## src/rtl/pwm_duty_decoder_if.sv

```systemverilog
// Duty decoder bus: enable and PWM line in,
// decoded duty word with valid/error flags out.
interface pwm_duty_decoder_if #(
  parameter int WIDTH = 6
);
  logic             Enable_SW_1;
  logic             pwm_in;
  logic [WIDTH-1:0] Duty_Output;
  logic             duty_valid;
  logic             period_err;

  modport master (
    output Enable_SW_1,
    output pwm_in,
    input  Duty_Output,
    input  duty_valid,
    input  period_err
  );

  modport slave (
    input  Enable_SW_1,
    input  pwm_in,
    output Duty_Output,
    output duty_valid,
    output period_err
  );
endinterface

```

## src/rtl/pwm_duty_decoder.sv

```systemverilog
// Recovers the duty word from a fixed-period PWM line,
// publishing one word per measured period plus an error flag.
module pwm_duty_decoder #(
  parameter int WIDTH         = 6,
  parameter int PRESCALE_LOG2 = 0
) (
  input logic               sysclk,
  input logic               reset,
  pwm_duty_decoder_if.slave bus
);
  localparam int CW = WIDTH + PRESCALE_LOG2 + 1;

  localparam logic [CW-1:0] ONE =
    {{(CW-1){1'b0}}, 1'b1};
  localparam logic [CW-1:0] PERIOD =
    {1'b1, {(CW-1){1'b0}}};
  localparam logic [CW-1:0] TIMEOUT =
    PERIOD + (PERIOD >> 1);
  localparam logic [WIDTH-1:0] DMAX = '1;
  localparam logic [CW-1:0] DMAX_W =
    {{(CW-WIDTH){1'b0}}, DMAX};

  typedef enum logic [1:0] {
    S_IDLE,
    S_HIGH,
    S_LOW
  } state_t;

  state_t state, state_n;

  logic             s1, pwm_s, prev;
  logic [1:0]       warm;
  logic [CW-1:0]    hi_cnt, hi_n;
  logic [CW-1:0]    per_cnt, per_n;
  logic [WIDTH-1:0] duty_q, duty_n;
  logic             valid_q, valid_n;
  logic             err_q, err_n;
  logic             warm_ok, rise, fall;

  function automatic logic [CW-1:0] sat_inc(
    input logic [CW-1:0] x
  );
    return (x == '1) ? x : x + ONE;
  endfunction

  function automatic logic [WIDTH-1:0] clamp_duty(
    input logic [CW-1:0] h
  );
    logic [CW-1:0] s;
    s = h >> PRESCALE_LOG2;
    if (s > DMAX_W) return DMAX;
    return s[WIDTH-1:0];
  endfunction

  // Edges stay blind until the sync chain holds real
  // samples, so a line already high at reset is not a rise.
  assign warm_ok = (warm == 2'd3);
  assign rise    = warm_ok & pwm_s & ~prev;
  assign fall    = warm_ok & ~pwm_s & prev;

  always_ff @(posedge sysclk or posedge reset) begin
    if (reset) begin
      s1      <= 1'b0;
      pwm_s   <= 1'b0;
      prev    <= 1'b0;
      warm    <= 2'd0;
      state   <= S_IDLE;
      hi_cnt  <= '0;
      per_cnt <= '0;
      duty_q  <= '0;
      valid_q <= 1'b0;
      err_q   <= 1'b0;
    end else begin
      s1      <= bus.pwm_in;
      pwm_s   <= s1;
      prev    <= pwm_s;
      warm    <= warm_ok ? warm : warm + 2'd1;
      state   <= state_n;
      hi_cnt  <= hi_n;
      per_cnt <= per_n;
      duty_q  <= duty_n;
      valid_q <= valid_n;
      err_q   <= err_n;
    end
  end

  always_comb begin
    state_n = state;
    per_n   = sat_inc(per_cnt);
    hi_n    = hi_cnt;
    duty_n  = duty_q;
    valid_n = 1'b0;
    err_n   = err_q;
    if (!bus.Enable_SW_1) begin
      state_n = S_IDLE;
      per_n   = '0;
      hi_n    = '0;
      duty_n  = '0;
      err_n   = 1'b0;
    end else if (per_cnt == TIMEOUT) begin
      state_n = S_IDLE;
      per_n   = '0;
      hi_n    = '0;
      duty_n  = pwm_s ? DMAX : '0;
      err_n   = 1'b1;
      valid_n = 1'b1;
    end else begin
      unique case (state)
        S_IDLE: begin
          if (rise) begin
            state_n = S_HIGH;
            per_n   = ONE;
            hi_n    = ONE;
          end
        end
        S_HIGH: begin
          if (fall) state_n = S_LOW;
          else if (pwm_s) hi_n = sat_inc(hi_cnt);
        end
        S_LOW: begin
          if (rise) begin
            duty_n  = clamp_duty(hi_cnt);
            err_n   = (per_cnt != PERIOD);
            valid_n = 1'b1;
            per_n   = ONE;
            hi_n    = ONE;
            state_n = S_HIGH;
          end
        end
        default: state_n = S_IDLE;
      endcase
    end
  end

  assign bus.Duty_Output = duty_q;
  assign bus.duty_valid  = valid_q;
  assign bus.period_err  = err_q;
endmodule

```

## src/flat_wrapper.sv

```systemverilog
// flat-port wrapper written by rule: the top's interface ports become plain ports
module pwm_duty_decoder_flat 
#(
  parameter int WIDTH         = 6,
  parameter int PRESCALE_LOG2 = 0
)
  (sysclk, reset, bus_Enable_SW_1, bus_pwm_in, bus_Duty_Output, bus_duty_valid, bus_period_err);
  pwm_duty_decoder_if #(.WIDTH(WIDTH)) bus_i ();
  input logic sysclk;
  input logic reset;
  input wire logic [$bits(bus_i.Enable_SW_1)-1:0] bus_Enable_SW_1;
  input wire logic [$bits(bus_i.pwm_in)-1:0] bus_pwm_in;
  output wire logic [$bits(bus_i.Duty_Output)-1:0] bus_Duty_Output;
  output wire logic [$bits(bus_i.duty_valid)-1:0] bus_duty_valid;
  output wire logic [$bits(bus_i.period_err)-1:0] bus_period_err;
  assign bus_i.Enable_SW_1 = bus_Enable_SW_1;
  assign bus_i.pwm_in = bus_pwm_in;
  assign bus_Duty_Output = bus_i.Duty_Output;
  assign bus_duty_valid = bus_i.duty_valid;
  assign bus_period_err = bus_i.period_err;
  pwm_duty_decoder #(.WIDTH(WIDTH), .PRESCALE_LOG2(PRESCALE_LOG2)) u_core (.sysclk(sysclk), .reset(reset), .bus(bus_i));
endmodule
```

## config.mk

```make
export PLATFORM = sky130hd
export DESIGN_NAME = pwm_duty_decoder_flat
export DESIGN_NICKNAME = d
export VERILOG_FILES = /design/src/rtl/pwm_duty_decoder_if.sv /design/src/rtl/pwm_duty_decoder.sv /design/src/flat_wrapper.sv
export SDC_FILE = /design/constraint.sdc
export NUM_CORES = 1
export LEC_CHECK = 0
export CORE_MARGIN = 4
export CORE_UTILIZATION = 50
export DETAILED_ROUTE_END_ITERATION = 16
export PLACE_DENSITY = 0.7
export SLEW_MARGIN = 15
export SYNTH_ARGS = -nofsm -noshare
export SYNTH_HDL_FRONTEND = slang
export SYNTH_SLANG_ARGS = --single-unit
export TNS_END_PERCENT = 10
```

## constraint.sdc

```tcl
create_clock -name sysclk -period 3.3 [get_ports sysclk]
set_input_delay 0.66 -clock sysclk [delete_from_list [all_inputs] [get_ports sysclk]]
set_output_delay 0.66 -clock sysclk [all_outputs]
set_load 0.005 [all_outputs]
```

==> results.yml <==
grt:
  grt_max_degree: 30
  antenna_found_initial: 0
  grt_pass1_vias: 1087
  grt_pass1_wl_mm: 4.788
  overflow: 0
  grtUsageTotal: 0.1759
clock_tree:
  cts_hold_buf: 0
  clockBufferDepth: 2
  post_cts_buffers: 0
  cts_buffers: 5
  cts_resized: 0
  clkLatencyLatePin_ns: 0.32
  clock-root-buffer: "clkbuf_4"
  htreeDepth: 2
  cts_tree: "yes"
  cts_sinks: 29
  path_clk_slew_ns: 0.09
final_layout:
  nNetsFinal: 160
  synthToLayoutAreaGrowth_pct: 12.85
  fin_util: 0.5858
  diodes: 0
  finalNonFillerCells: 183
  drive_gt1_frac: 0.09868
  final_area_sq_um: 1615
place:
  dpl.hpwl_mm: 1.966
  numPortBuffers: 11
  gp_routability_congestion: 0.7968
  dp.cells: 176
  dpl_cell_area_sq_um: 1560
  pre_cts_slack_ns: 1.334
floorplan:
  start_util: 0.5191
  core-area_sq_um: 2758
  die_h_um: 61.51
  dieArea_sq_um: 3783
  io_pins: 12
  row_count: 19
  chipWidth_um: 61.51
worst_setup_path:
  crit_arrival_ns: 1.19
  critPathSlowestCell: "clkdlybuf4s50_1"
  critPathCapture: "bus_Duty_Output[2]"
  required_ns: 2.64
  worstSetupPathType: "reg -> out"
  r2r_cells: 4
  cp_max_fo: 2
  cp_top_family: "buffers and inverters"
  crit_buf_inv: 1
  crit_path_cell_trace: "clkdlybuf4s50_1"
  r2r_end: "u_core.bus.Duty_Output[1]"
  cp_num_cells: 1
  worstSetupStartpoint: "u_core.bus.Duty_Output[2]"
  critPathLaunchType: "flop"
  r2r_slack_ns: 1.47
  critPathCaptureType: "primary output"
  r2r-start: "u_core.per_cnt[2]"
  critPathMaxStageDelay_ns: 0.50
yosys:
  synth-seq-cells: 29
  synth_nets: 144
  synthFlopType: "dfrtp_1"
  ys_top_cells_by_area: "dfrtp_1, nor2_1, o2bb2ai_1"
  avgSynthCellArea_sq_um: 10.52
  synth_seq_area_share: 0.5070
  synth_area_leader_cell: "dfrtp_1"
  yosysUniqueCellTypes: 37
  synth_edf_count: 0
  yosys.area.top_type_share: 0.5070
  syn_area_sq_um: 1431
  yosysWarnings: 0
  syn-instance-count: 136
  async_flop_share: 1.000
detailed_routing:
  first_iter_violations: 31
  avgViaCountPerCell: 5.710
  wl_per_cell_um: 14.55
  drc: 0
  dr.pass1.iters: 4
  antenna_left: 0
  vias: 1045
  routed_wl_mm: 2.662
timing:
  finClkSkew_ns: 0.01303
  fmax_ghz: 0.5406
  rsz0062_at_grt: "false"
  tns_ns: 0
  finalHoldViolCount: 0
  fin_ws_ns: 1.450
  fin_crit_sh: 0.5605
  max_slew_margin: 0.6769
  fin_hold_ws_ns: 0.3536
  tightest_slew_ns: 0.4847
  period_needed_ns: 1.850
  slew_viol_final: 0
  finalSetupViolCount: 0
pwr:
  power_uw: 631.1
  ir_drop_mv: 0.3004
  cellLeakagePower_nw: 0.6710
  power_density_nw_per_um2: 390.7
run_status:
  status: "complete, no violations"
min_path:
  min_path_type: "reg -> reg"
job:
  drv_cap: 0
synth_stat cells (2+ instances only):
library cell	instances
nor4_1	2
buf_6	2
ha_1	4
o21a_1	3
nand4_1	2
nor2b_1	3
a31oi_1	4
dfrtp_1	29
a21oi_1	8
o21ai_0	5
xnor2_1	2
nand3_1	4
o2bb2ai_1	6
mux2_2	2
nor2_1	17
nand2_1	9
and3_1	4
nand2b_1	2
nand3b_1	4
o211ai_1	2
a311oi_1	2
inv_1	5
cell type report:
cell class | instances | area (sq um)
clock buffers | 7 | 55.05
fillers | 250 | 1142
inverters | 5 | 18.77
multi-input cells | 99 | 659.4
flip-flops and latches | 29 | 725.7
well taps | 31 | 38.79
repair buffers | 12 | 117.6
state kept, by name, indices dropped and copies added, names as in the netlist:
signal                  count
u_core.bus.Duty_Output      6
u_core.bus.duty_valid       1
u_core.bus.period_err       1
u_core.hi_cnt               7
u_core.per_cnt              7
u_core.prev                 1
u_core.pwm_s                1
u_core.s1                   1
u_core.state                2
u_core.warm                 2
worst min path at each step:
stage,from,end,slack (ns),depth (start not counted)
after detailed placement,u_core.s1,u_core.pwm_s,0.34,0
after floorplan,u_core.s1,u_core.pwm_s,0.33,0
after global routing,u_core.s1,u_core.pwm_s,0.36,0
final,u_core.s1,u_core.pwm_s,0.35,0
after CTS,u_core.s1,u_core.pwm_s,0.36,0
after global placement,u_core.s1,u_core.pwm_s,0.33,0
where the power goes:
part	internal [mW]	switching (mW)
combinational	0.0180	0.0271
clock	0.100	0.115
sequential	0.362	0.00894
total	0.480	0.151
kinds of logic after synthesis:
group	after synthesis	share of synthesized area
simple gates	53	0.2045
compound gates	37	0.1871
flops	29	0.5070
buf+inv	8	0.03234
fa+ha+maj	4	0.03497
xor+xnor	3	0.01836
mux	2	0.01573
routing by layer:
layer	routed length, um	track usage	part of all wire
met5	0	0	0
met4	47	0.08182	0.018
met3	75	0.05870	0.028
met2	1318	0.2930	0.50
met1	1220	0.2034	0.46
cell usage in the layout, fill, tap and decap left out, types with 2 or more instances in the layout:
master / count
mux2_2: 2
nand3b_1: 4
nor4_1: 2
dfrtp_1: 29
nor2_1: 17
ha_1: 4
nor2b_1: 3
nand2b_1: 2
nand3_1: 4
a21oi_1: 8
clkbuf_4: 5
o21a_1: 3
o211ai_1: 2
o21ai_0: 5
and3_1: 4
a311oi_1: 2
clkdlybuf4s50_1: 11
o2bb2ai_1: 6
inv_1: 5
nand4_1: 2
xnor2_1: 2
nand2_1: 9
a31oi_1: 4
Note: power is estimated with default switching activity, not from simulation.
